`src/rtl/approx_adder_error_monitor.sv`:
```
// rtl/approx_adder_error_monitor.sv - error-metric accumulator for an approximate adder under test
// Two-stage pipeline: stage 1 forms |exact-approx|, stage 2 folds it into the window statistics.
module approx_adder_error_monitor #(
    parameter int WIDTH        = 8,
    parameter int SAMPLES_LOG2 = 8
) (
    input  logic                            clk,
    input  logic                            rst,
    input  logic                            start,
    input  logic                            in_valid,
    output logic                            in_ready,
    input  logic [WIDTH-1:0]                in_a,
    input  logic [WIDTH-1:0]                in_b,
    input  logic [WIDTH:0]                  in_approx,
    output logic                            busy,
    output logic                            done,
    output logic [WIDTH+SAMPLES_LOG2:0]     sum_abs_err,
    output logic [WIDTH:0]                  mae,
    output logic [WIDTH:0]                  max_abs_err,
    output logic [WIDTH-1:0]                wce_a,
    output logic [WIDTH-1:0]                wce_b,
    output logic [SAMPLES_LOG2:0]           err_count
);

    localparam logic [1:0] ST_IDLE  = 2'd0;
    localparam logic [1:0] ST_RUN   = 2'd1;
    localparam logic [1:0] ST_DRAIN = 2'd2;
    localparam logic [1:0] ST_DONE  = 2'd3;

    localparam logic [SAMPLES_LOG2:0] WINDOW = {1'b1, {SAMPLES_LOG2{1'b0}}};
    localparam logic [SAMPLES_LOG2:0] LAST   = WINDOW - {{SAMPLES_LOG2{1'b0}}, 1'b1};

    logic [1:0]                    r_state;
    logic [SAMPLES_LOG2:0]         r_count;
    logic                          r_done;
    logic                          r_s1_valid;
    logic [WIDTH:0]                r_s1_abs;
    logic [WIDTH-1:0]              r_s1_a;
    logic [WIDTH-1:0]              r_s1_b;
    logic [WIDTH+SAMPLES_LOG2:0]   r_sum;
    logic [WIDTH:0]                r_max;
    logic [WIDTH-1:0]              r_wce_a;
    logic [WIDTH-1:0]              r_wce_b;
    logic [SAMPLES_LOG2:0]         r_err_count;

    logic                          w_ready;
    logic                          w_xfer;
    logic [WIDTH:0]                w_exact;
    logic [WIDTH:0]                w_abs;

    assign w_ready = (r_state == ST_RUN) && (r_count < WINDOW);
    assign w_xfer  = in_valid && w_ready;
    assign w_exact = {1'b0, in_a} + {1'b0, in_b};
    assign w_abs   = (w_exact >= in_approx) ? (w_exact - in_approx) : (in_approx - w_exact);

    always_ff @(posedge clk) begin
        if (rst) begin
            r_state     <= ST_IDLE;
            r_count     <= '0;
            r_done      <= 1'b0;
            r_s1_valid  <= 1'b0;
            r_s1_abs    <= '0;
            r_s1_a      <= '0;
            r_s1_b      <= '0;
            r_sum       <= '0;
            r_max       <= '0;
            r_wce_a     <= '0;
            r_wce_b     <= '0;
            r_err_count <= '0;
        end else begin
            r_done     <= 1'b0;
            r_s1_valid <= w_xfer;
            if (w_xfer) begin
                r_s1_abs <= w_abs;
                r_s1_a   <= in_a;
                r_s1_b   <= in_b;
            end

            // Strict compare so a tie keeps the earlier sample's operands.
            if (r_s1_valid) begin
                r_sum       <= r_sum + {{SAMPLES_LOG2{1'b0}}, r_s1_abs};
                r_err_count <= r_err_count + {{SAMPLES_LOG2{1'b0}}, (r_s1_abs != '0)};
                if (r_s1_abs > r_max) begin
                    r_max   <= r_s1_abs;
                    r_wce_a <= r_s1_a;
                    r_wce_b <= r_s1_b;
                end
            end

            case (r_state)
                ST_IDLE, ST_DONE: begin
                    if (start) begin
                        r_state     <= ST_RUN;
                        r_count     <= '0;
                        r_sum       <= '0;
                        r_max       <= '0;
                        r_wce_a     <= '0;
                        r_wce_b     <= '0;
                        r_err_count <= '0;
                    end
                end
                ST_RUN: begin
                    if (w_xfer) begin
                        r_count <= r_count + {{SAMPLES_LOG2{1'b0}}, 1'b1};
                        if (r_count == LAST) begin
                            r_state <= ST_DRAIN;
                        end
                    end
                end
                ST_DRAIN: begin
                    // No transfers are taken here, so stage 1 retires its last sample on this edge.
                    if (!w_xfer) begin
                        r_state <= ST_DONE;
                        r_done  <= 1'b1;
                    end
                end
                default: r_state <= ST_IDLE;
            endcase
        end
    end

    assign in_ready    = w_ready;
    assign busy        = (r_state == ST_RUN) || (r_state == ST_DRAIN);
    assign done        = r_done;
    assign sum_abs_err = r_sum;
    assign mae         = r_sum[WIDTH+SAMPLES_LOG2:SAMPLES_LOG2];
    assign max_abs_err = r_max;
    assign wce_a       = r_wce_a;
    assign wce_b       = r_wce_b;
    assign err_count   = r_err_count;

endmodule

```
`config.mk`:
```
export PLATFORM = sky130hd
export DESIGN_NAME = approx_adder_error_monitor
export DESIGN_NICKNAME = d
export VERILOG_FILES = /design/src/rtl/approx_adder_error_monitor.sv
export SDC_FILE = /design/constraint.sdc
export NUM_CORES = 1
export LEC_CHECK = 0
export BUFFER_PORTS_ARGS = -buffer_cell sky130_fd_sc_hd__clkbuf_2
export CORE_MARGIN = 3
export CORE_UTILIZATION = 25
export DETAILED_ROUTE_END_ITERATION = 10
export PLACE_DENSITY = 0.46
export SLEW_MARGIN = 20
export SYNTH_ARGS = -nofsm -noshare
export SYNTH_HDL_FRONTEND = slang
export SYNTH_SLANG_ARGS = --single-unit
```
`constraint.sdc`:
```
create_clock -name clk -period 3.92 [get_ports clk]
set_input_delay 0.588 -clock clk [delete_from_list [all_inputs] [get_ports clk]]
set_output_delay 0.588 -clock clk [all_outputs]
set_load 0.005 [all_outputs]
```
==> results.yml, run 1 <==
outcome:
  status: "completed"
sta:
  final.setup_skew_ns: 0.00966
  timing.final.crit_share_pct: 90.0
  slew_headroom_pct: 40.9
  worst_slack_ns: 0.393
  finalSetupTns_ns: 0
  maxSlewViolCount: 0
  fmax_ghz: 0.284
  rsz0062_at_grt: "false"
  hold_viol_final: 0
  worst_pin_slew_ns: 0.886
  period_needed_ns: 3.53
  setup-violations-final: 0
clocking:
  post_cts_buffers: 0
  cts.htree.levels: 3
  ctsResizeCount: 0
  root_buffer: "clkbuf_16"
  insertion_delay_ns: 0.35
  cts.path.max_buffers: 2
  cts_hold_buf: 0
  cts_tree: "yes"
  cts.reportedPaths.clkPinSlew_ns: 0.07
  numCtsBuffers: 9
  clock-sinks: 89
die:
  dieArea_mm2: 0.0226
  fp-row-count: 52
  io_pins: 92
  fp.dieW_um: 150
  die_h_um: 150
  initial_core_util_pct: 25.6
  core_area_mm2: 0.0203
run:
  maxCapViolations: 0
yosys:
  synth_area_mm2: 0.00520
  syn_nets: 719
  ys_types: 52
  synth_seq_cells: 89
  yosys_warnings: 0
  yosysTopAreaCellShare_pct: 34.3
  yosysSeqAreaShare_pct: 34.3
  synthTopCellsByArea: "dfxtp_1 (34%), ha_1 (12%), a21oi_1 (5.2%), nand2_1 (5.1%), o21ai_0 (3.9%)"
  synth_area_leader_cell: "dfxtp_1"
  synthFlopType: "dfxtp_1"
  async_reset_ff_share_pct: 0
  synth.avg_cell_area_um2: 8.17
  synth_enable_flop_cells: 0
  syn_inst: 636
placement:
  io_buffers: 91
  gp_congestion: 0.786
  hpwlAfterDp_um: 10400
  pre_cts_slack_ns: 0.0123
layout:
  antenna_cells: 0
  fill_cells: 2219
  most-common-layout-cells: "clkbuf_2 (91), dfxtp_1 (89), nand2_1 (71), a21oi_1 (53), ha_1 (50)"
  final_util_pct: 30.6
  layout_commonest_cell: "clkbuf_2"
  final_layout_size_suffix_gt1_share_pct: 17.7
  area.sequential_mm2: 0.00178
  multi_input_area_mm2: 0.00306
  area_growth_pct: 19.7
  layout.nets: 794
critical_path:
  crit_fanout: 8
  critPathLaunchType: "primary input"
  rrSetupSlack_ns: 1.31
  worstSetupPathType: "primary input to flop"
  arrival_ns: 3.76
  worstPathRequired_ns: 4.15
  cp-end-kind: "flop"
routing:
  num_vias: 4466
  drt_iter0_markers: 178
  antenna_left: 0
  wl_per_cell_um: 13.9
  dr.pass1.iters: 4
  drcViolationCount: 0
  viasPerCell: 4.53
  routed_wl_um: 13700
pwr:
  p_sw_mw: 1.05
  p_leak_nw: 2.56
  p_clk_share_pct: 32.6
  ir_drop_uv: 140
  power_frac_comb_pct: 32.5
  seqPwrFrac_pct: 35.0
  internal-power_mw: 1.91
  cellPowerDensity_mw_per_mm2: 477
  netSwitchingFraction_pct: 35.5
global_route:
  grt_max_degree: 53
  grt_pass1_vias: 4207
  globalRouteOverflowTotal: 0
  grt_use_total_pct: 12.3
  antenna_found_initial: 0
  grt_pass1_wl_um: 22200
worst_hold_path:
  hold_path.class: "flop to flop"
layer usage:
| layer | part of all wire, % | GRT usage, % | vias up |
|---|---|---|---|
| li1 | - | - | 2351 |
| met1 | 52 | 17.3 | 2027 |
| met2 | 44 | 19.0 | 75 |
| met3 | 3.2 | 2.71 | 13 |
| met4 | 1.7 | 3.75 | 0 |
| met5 | 0 | 0 | - |
cell type report:
type / instances / area share (%)
Timing Repair Buffer: 103 / 8.97
Clock inverter: 7 / 1.63
Tap cell: 270 / 5.43
Multi-Input combinational cell: 467 / 49.2
Inverter: 41 / 2.47
Sequential cell: 89 / 28.6
Clock buffer: 9 / 3.62
kinds of logic after synthesis:
kind of cell | synth area share, %
AO/OA/AOI/OAI | 17.6
XOR/XNOR | 4.89
adder cells (fa/ha/maj) | 13.6
buffers and inverters | 7.01
flip-flops | 34.3
multiplexers | 2.70
AND/OR/NAND/NOR | 19.9
through the flow:
step / hold slack, ns / cells / total power [mW] / cell area (um^2)
finish: 0.448 / 986 / 2.97 / 6220
floorplan: 0.429 / 636 / 1.76 / 5200
CTS: 0.453 / 986 / 3.01 / 6220
global placement: 0.439 / 970 / 2.04 / 5890
detailed placement: 0.442 / 970 / 2.03 / 5890
global route: 0.470 / 986 / 3.18 / 6220
worst max-delay path, cell delays in order:
cell and delay [ns]:
clkbuf_2 0.11, ha_1 0.29, a21o_1 0.15, a21oi_1 0.22
nor2b_1 0.08, o21a_1 0.19, o41ai_1 0.32, xnor2_1 0.19
ha_1 0.37, a21oi_4 0.18, o211ai_2 0.12, a211oi_4 0.29
buf_12 0.17, mux2i_1 0.24, xor2_1 0.17, a21oi_1 0.08
cell usage after synthesis (5+ instances only):
cell and count:
a211oi_1 8, a21o_1 5, a21oi_1 54, buf_2 6
buf_4 9, clkbuf_1 19, dfxtp_1 89, ha_1 50
inv_1 41, mux2i_1 14, nand2_1 71, nand2b_1 11
nand3_1 38, nand4_1 10, nor2_1 46, nor2b_1 7
nor3_1 8, o21a_1 5, o21ai_0 41, o21ai_1 10
or3_1 9, xnor2_1 13, xor2_1 16
power by group through the flow:
stage	registers, mW	clock network, mW	logic [mW]
global route	1.05	1.04	1.09
CTS	1.04	0.997	0.976
detailed placement	1.06	0	0.973
floorplan	1.03	0	0.726
global placement	1.06	0	0.975
finish	1.04	0.965	0.963
worst paths after layout:
path               start           to  cells past startpoint
max              in_a[1]  r_s1_abs[8]                     16
min            r_s1_b[1]     wce_b[1]                      2
max reg2reg  r_s1_abs[8]     wce_a[6]                      7
min reg2reg    r_s1_b[1]     wce_b[1]                      2
state kept, by name (all words and copies together), names as in the netlist:
signal / count
r_state: 2
max_abs_err: 9
r_count: 9
err_count: 9
r_s1_abs: 9
r_s1_b: 8
wce_a: 8
wce_b: 8
r_s1_valid: 1
done: 1
r_s1_a: 8
sum_abs_err: 17
Power figures use the tool's default switching activity.
==> run 2: changes to the inputs <==
--- a/config.mk
+++ b/config.mk
@@ -5,12 +5,12 @@
 export SDC_FILE = /design/constraint.sdc
 export NUM_CORES = 1
 export LEC_CHECK = 0
+export ABC_AREA = 1
 export BUFFER_PORTS_ARGS = -buffer_cell sky130_fd_sc_hd__clkbuf_2
 export CORE_MARGIN = 3
 export CORE_UTILIZATION = 25
 export DETAILED_ROUTE_END_ITERATION = 10
 export PLACE_DENSITY = 0.46
-export SLEW_MARGIN = 20
 export SYNTH_ARGS = -nofsm -noshare
 export SYNTH_HDL_FRONTEND = slang
 export SYNTH_SLANG_ARGS = --single-unit
==> run 2 against run 1 <==
Net effect: power increased by 6.3%; via count rose by 22%; synthesized cell count up 40%; final cell count up 30%; sequential power barely moved; die area grew 12%; critical path type unchanged; largest cell class unchanged; highest routed layer unchanged.
==> results.yml, run 2 <==
outcome:
  status: "completed"
pwr:
  p_leak_nw: 3.54
  netSwitchingFraction_pct: 38.1
  ir_drop_uv: 185
  p_clk_share_pct: 30.8
  seqPwrFrac_pct: 33.5
  p_sw_mw: 1.20
  internal-power_mw: 1.95
  cellPowerDensity_mw_per_mm2: 458
  power_frac_comb_pct: 35.7
routing:
  routed_wl_um: 15600
  drt_iter0_markers: 334
  drcViolationCount: 0
  dr.pass1.iters: 4
  antenna_left: 0
  num_vias: 5428
  viasPerCell: 4.24
  wl_per_cell_um: 12.2
die:
  fp-row-count: 55
  initial_core_util_pct: 25.6
  die_h_um: 159
  core_area_mm2: 0.0228
  io_pins: 92
  dieArea_mm2: 0.0253
  fp.dieW_um: 159
placement:
  gp_congestion: 0.822
  io_buffers: 91
  hpwlAfterDp_um: 12200
  pre_cts_slack_ns: 0.428
yosys:
  yosys_warnings: 0
  synth_area_leader_cell: "dfxtp_1"
  async_reset_ff_share_pct: 0
  ys_types: 44
  synth_seq_cells: 89
  synth_enable_flop_cells: 0
  yosysSeqAreaShare_pct: 30.5
  syn_inst: 890
  yosys-top-cells-count: "nand2_1 (249), inv_1 (131), nor2_1 (102), dfxtp_1 (89), nand3_1 (63)"
  synthFlopType: "dfxtp_1"
  yosysTopAreaCellShare_pct: 30.5
  synth_area_mm2: 0.00585
  synth.avg_cell_area_um2: 6.57
  syn_nets: 973
  yosysMostFrequentCell: "nand2_1"
  synthTopCellsByArea: "dfxtp_1 (30%), nand2_1 (16%), ha_1 (11%), inv_1 (8.4%), nor2_1 (6.5%)"
clocking:
  root_buffer: "clkbuf_16"
  ctsResizeCount: 0
  post_cts_buffers: 0
  insertion_delay_ns: 0.34
  clock-sinks: 89
  numCtsBuffers: 9
  cts.reportedPaths.clkPinSlew_ns: 0.07
  cts.htree.levels: 3
  cts_hold_buf: 0
  cts_tree: "yes"
  cts.path.max_buffers: 2
layout:
  layout.nets: 1045
  fill_cells: 2595
  area.sequential_mm2: 0.00178
  antenna_cells: 0
  multi_input_area_mm2: 0.00337
  final_layout_size_suffix_gt1_share_pct: 15.0
  most-common-layout-cells: "nand2_1 (249), inv_1 (131), nor2_1 (102), clkbuf_2 (91), dfxtp_1 (89)"
  largest_reg_flops: 17
  area_growth_pct: 17.6
  layout_commonest_cell: "nand2_1"
critical_path:
  ff2ff_path_depth: 7
  arrival_ns: 3.39
  path_depth: 19
  crit_fanout: 8
  worstPathCellList: "clkbuf_2 -> ha_1 -> fa_1 -> nand3_1 -> nand3_1 -> a21o_1 -> a21oi_1 -> nand2_1 -> nand2_1 -> inv_1 -> ha_1 -> nand2_1 -> nand2_1 -> a21oi_1 -> nand4_2 -> nand2_1 -> nand3_1 -> nand2_1 -> inv_1"
  cp-end-kind: "flop"
  critPathLaunchType: "primary input"
  crit_family: "simple AND/OR/NAND/NOR gates"
  worstSetupPathType: "primary input to flop"
  crit_slowest_cell: "fa_1"
  crit_top_cell: "nand2_1"
  slowest_delay_ns: 0.41
  cp_num_buf_inv: 3
  worstPathRequired_ns: 4.17
sta:
  slew_headroom_pct: 41.8
  hold_viol_final: 0
  maxSlewViolCount: 0
  timing.final.crit_share_pct: 80.2
  worst_pin_slew_ns: 0.870
  final.setup_skew_ns: 0.00820
  fmax_ghz: 0.318
  finalSetupTns_ns: 0
  rsz0062_at_grt: "false"
  setup-violations-final: 0
  worst_slack_ns: 0.775
  period_needed_ns: 3.15
worst_hold_path:
  hold_path.class: "flop to flop"
  holdPathStages: 2
global_route:
  grt_pass1_wl_um: 26800
  grt_use_total_pct: 12.7
  antenna_found_initial: 0
  grt_pass1_vias: 5232
  globalRouteOverflowTotal: 0
  grt_max_degree: 46
run:
  maxCapViolations: 0
[run 2: metal layers]
layer  vias to the layer above  global-route usage (%)  share of wire [%]
li1                       2936                       -                  -
met1                      2364                    17.4                 51
met2                       114                    20.2                 44
met3                        14                    2.60                3.8
met4                         0                    4.14                1.6
met5                         -                       0                  0
[run 2: kinds of logic (layout without fill, tap and decap cells)]
kind of cell	after synthesis	after routing	synth area share, %
xor+xnor	10	10	1.50
buf+inv	172	249	12.0
simple gates	467	467	34.4
compound gates	98	98	9.58
flops	89	89	30.5
fa+ha+maj	54	54	12.1
[run 2: worst reg2reg max path, cell delays in order, from the launching register on]
cell	delay [ns]
dfxtp_1	0.48
ha_1	0.29
nand2_1	0.11
inv_1	0.07
a31oi_2	0.24
nand2_2	0.53
nor2_1	0.40
nor2_1	0.08
[run 2: worst paths after layout]
| kind | endpoint | start | slack, ns |
|---|---|---|---|
| hold reg to reg | r_count[5] | r_count[5] | 0.46 |
| setup / recovery | r_s1_abs[8] | in_a[0] | 0.77 |
| setup reg to reg | wce_b[0] | r_s1_abs[7] | 1.61 |
| hold / removal | r_count[5] | r_count[5] | 0.46 |
[run 2: power by group through the flow]
stage | Clock (mW) | Sequential, mW | Combinational (mW)
2_1_floorplan | 0 | 1.06 | 0.847
3_3_place_gp | 0 | 1.08 | 1.15
3_5_place_dp | 0 | 1.08 | 1.14
4_1_cts | 1.01 | 1.06 | 1.15
5_1_grt | 1.03 | 1.07 | 1.32
6_report | 0.970 | 1.06 | 1.12
[run 2: cell type report]
class	count	area share, %
repair buffers	94	6.95
multi-input cells	629	49.0
clock buffers	9	3.27
flip-flops and latches	89	25.9
well taps	313	5.69
inverters	139	7.66
clock inverters	7	1.49
[run 2: stage by stage]
| stage | std cells | util, % | area (um^2) | hold slack (ns) | total power [mW] |
|---|---|---|---|---|---|
| 3_5_place_dp | 1264 | 28.7 | 6550 | 0.450 | 2.22 |
| 2_1_floorplan | 890 | - | 5850 | 0.430 | 1.90 |
| 6_report | 1280 | 30.1 | 6880 | 0.460 | 3.15 |
| 3_3_place_gp | 1264 | 28.7 | 6550 | 0.446 | 2.22 |
| 5_1_grt | 1280 | 30.1 | 6880 | 0.490 | 3.42 |
| 4_1_cts | 1280 | 30.1 | 6880 | 0.463 | 3.22 |
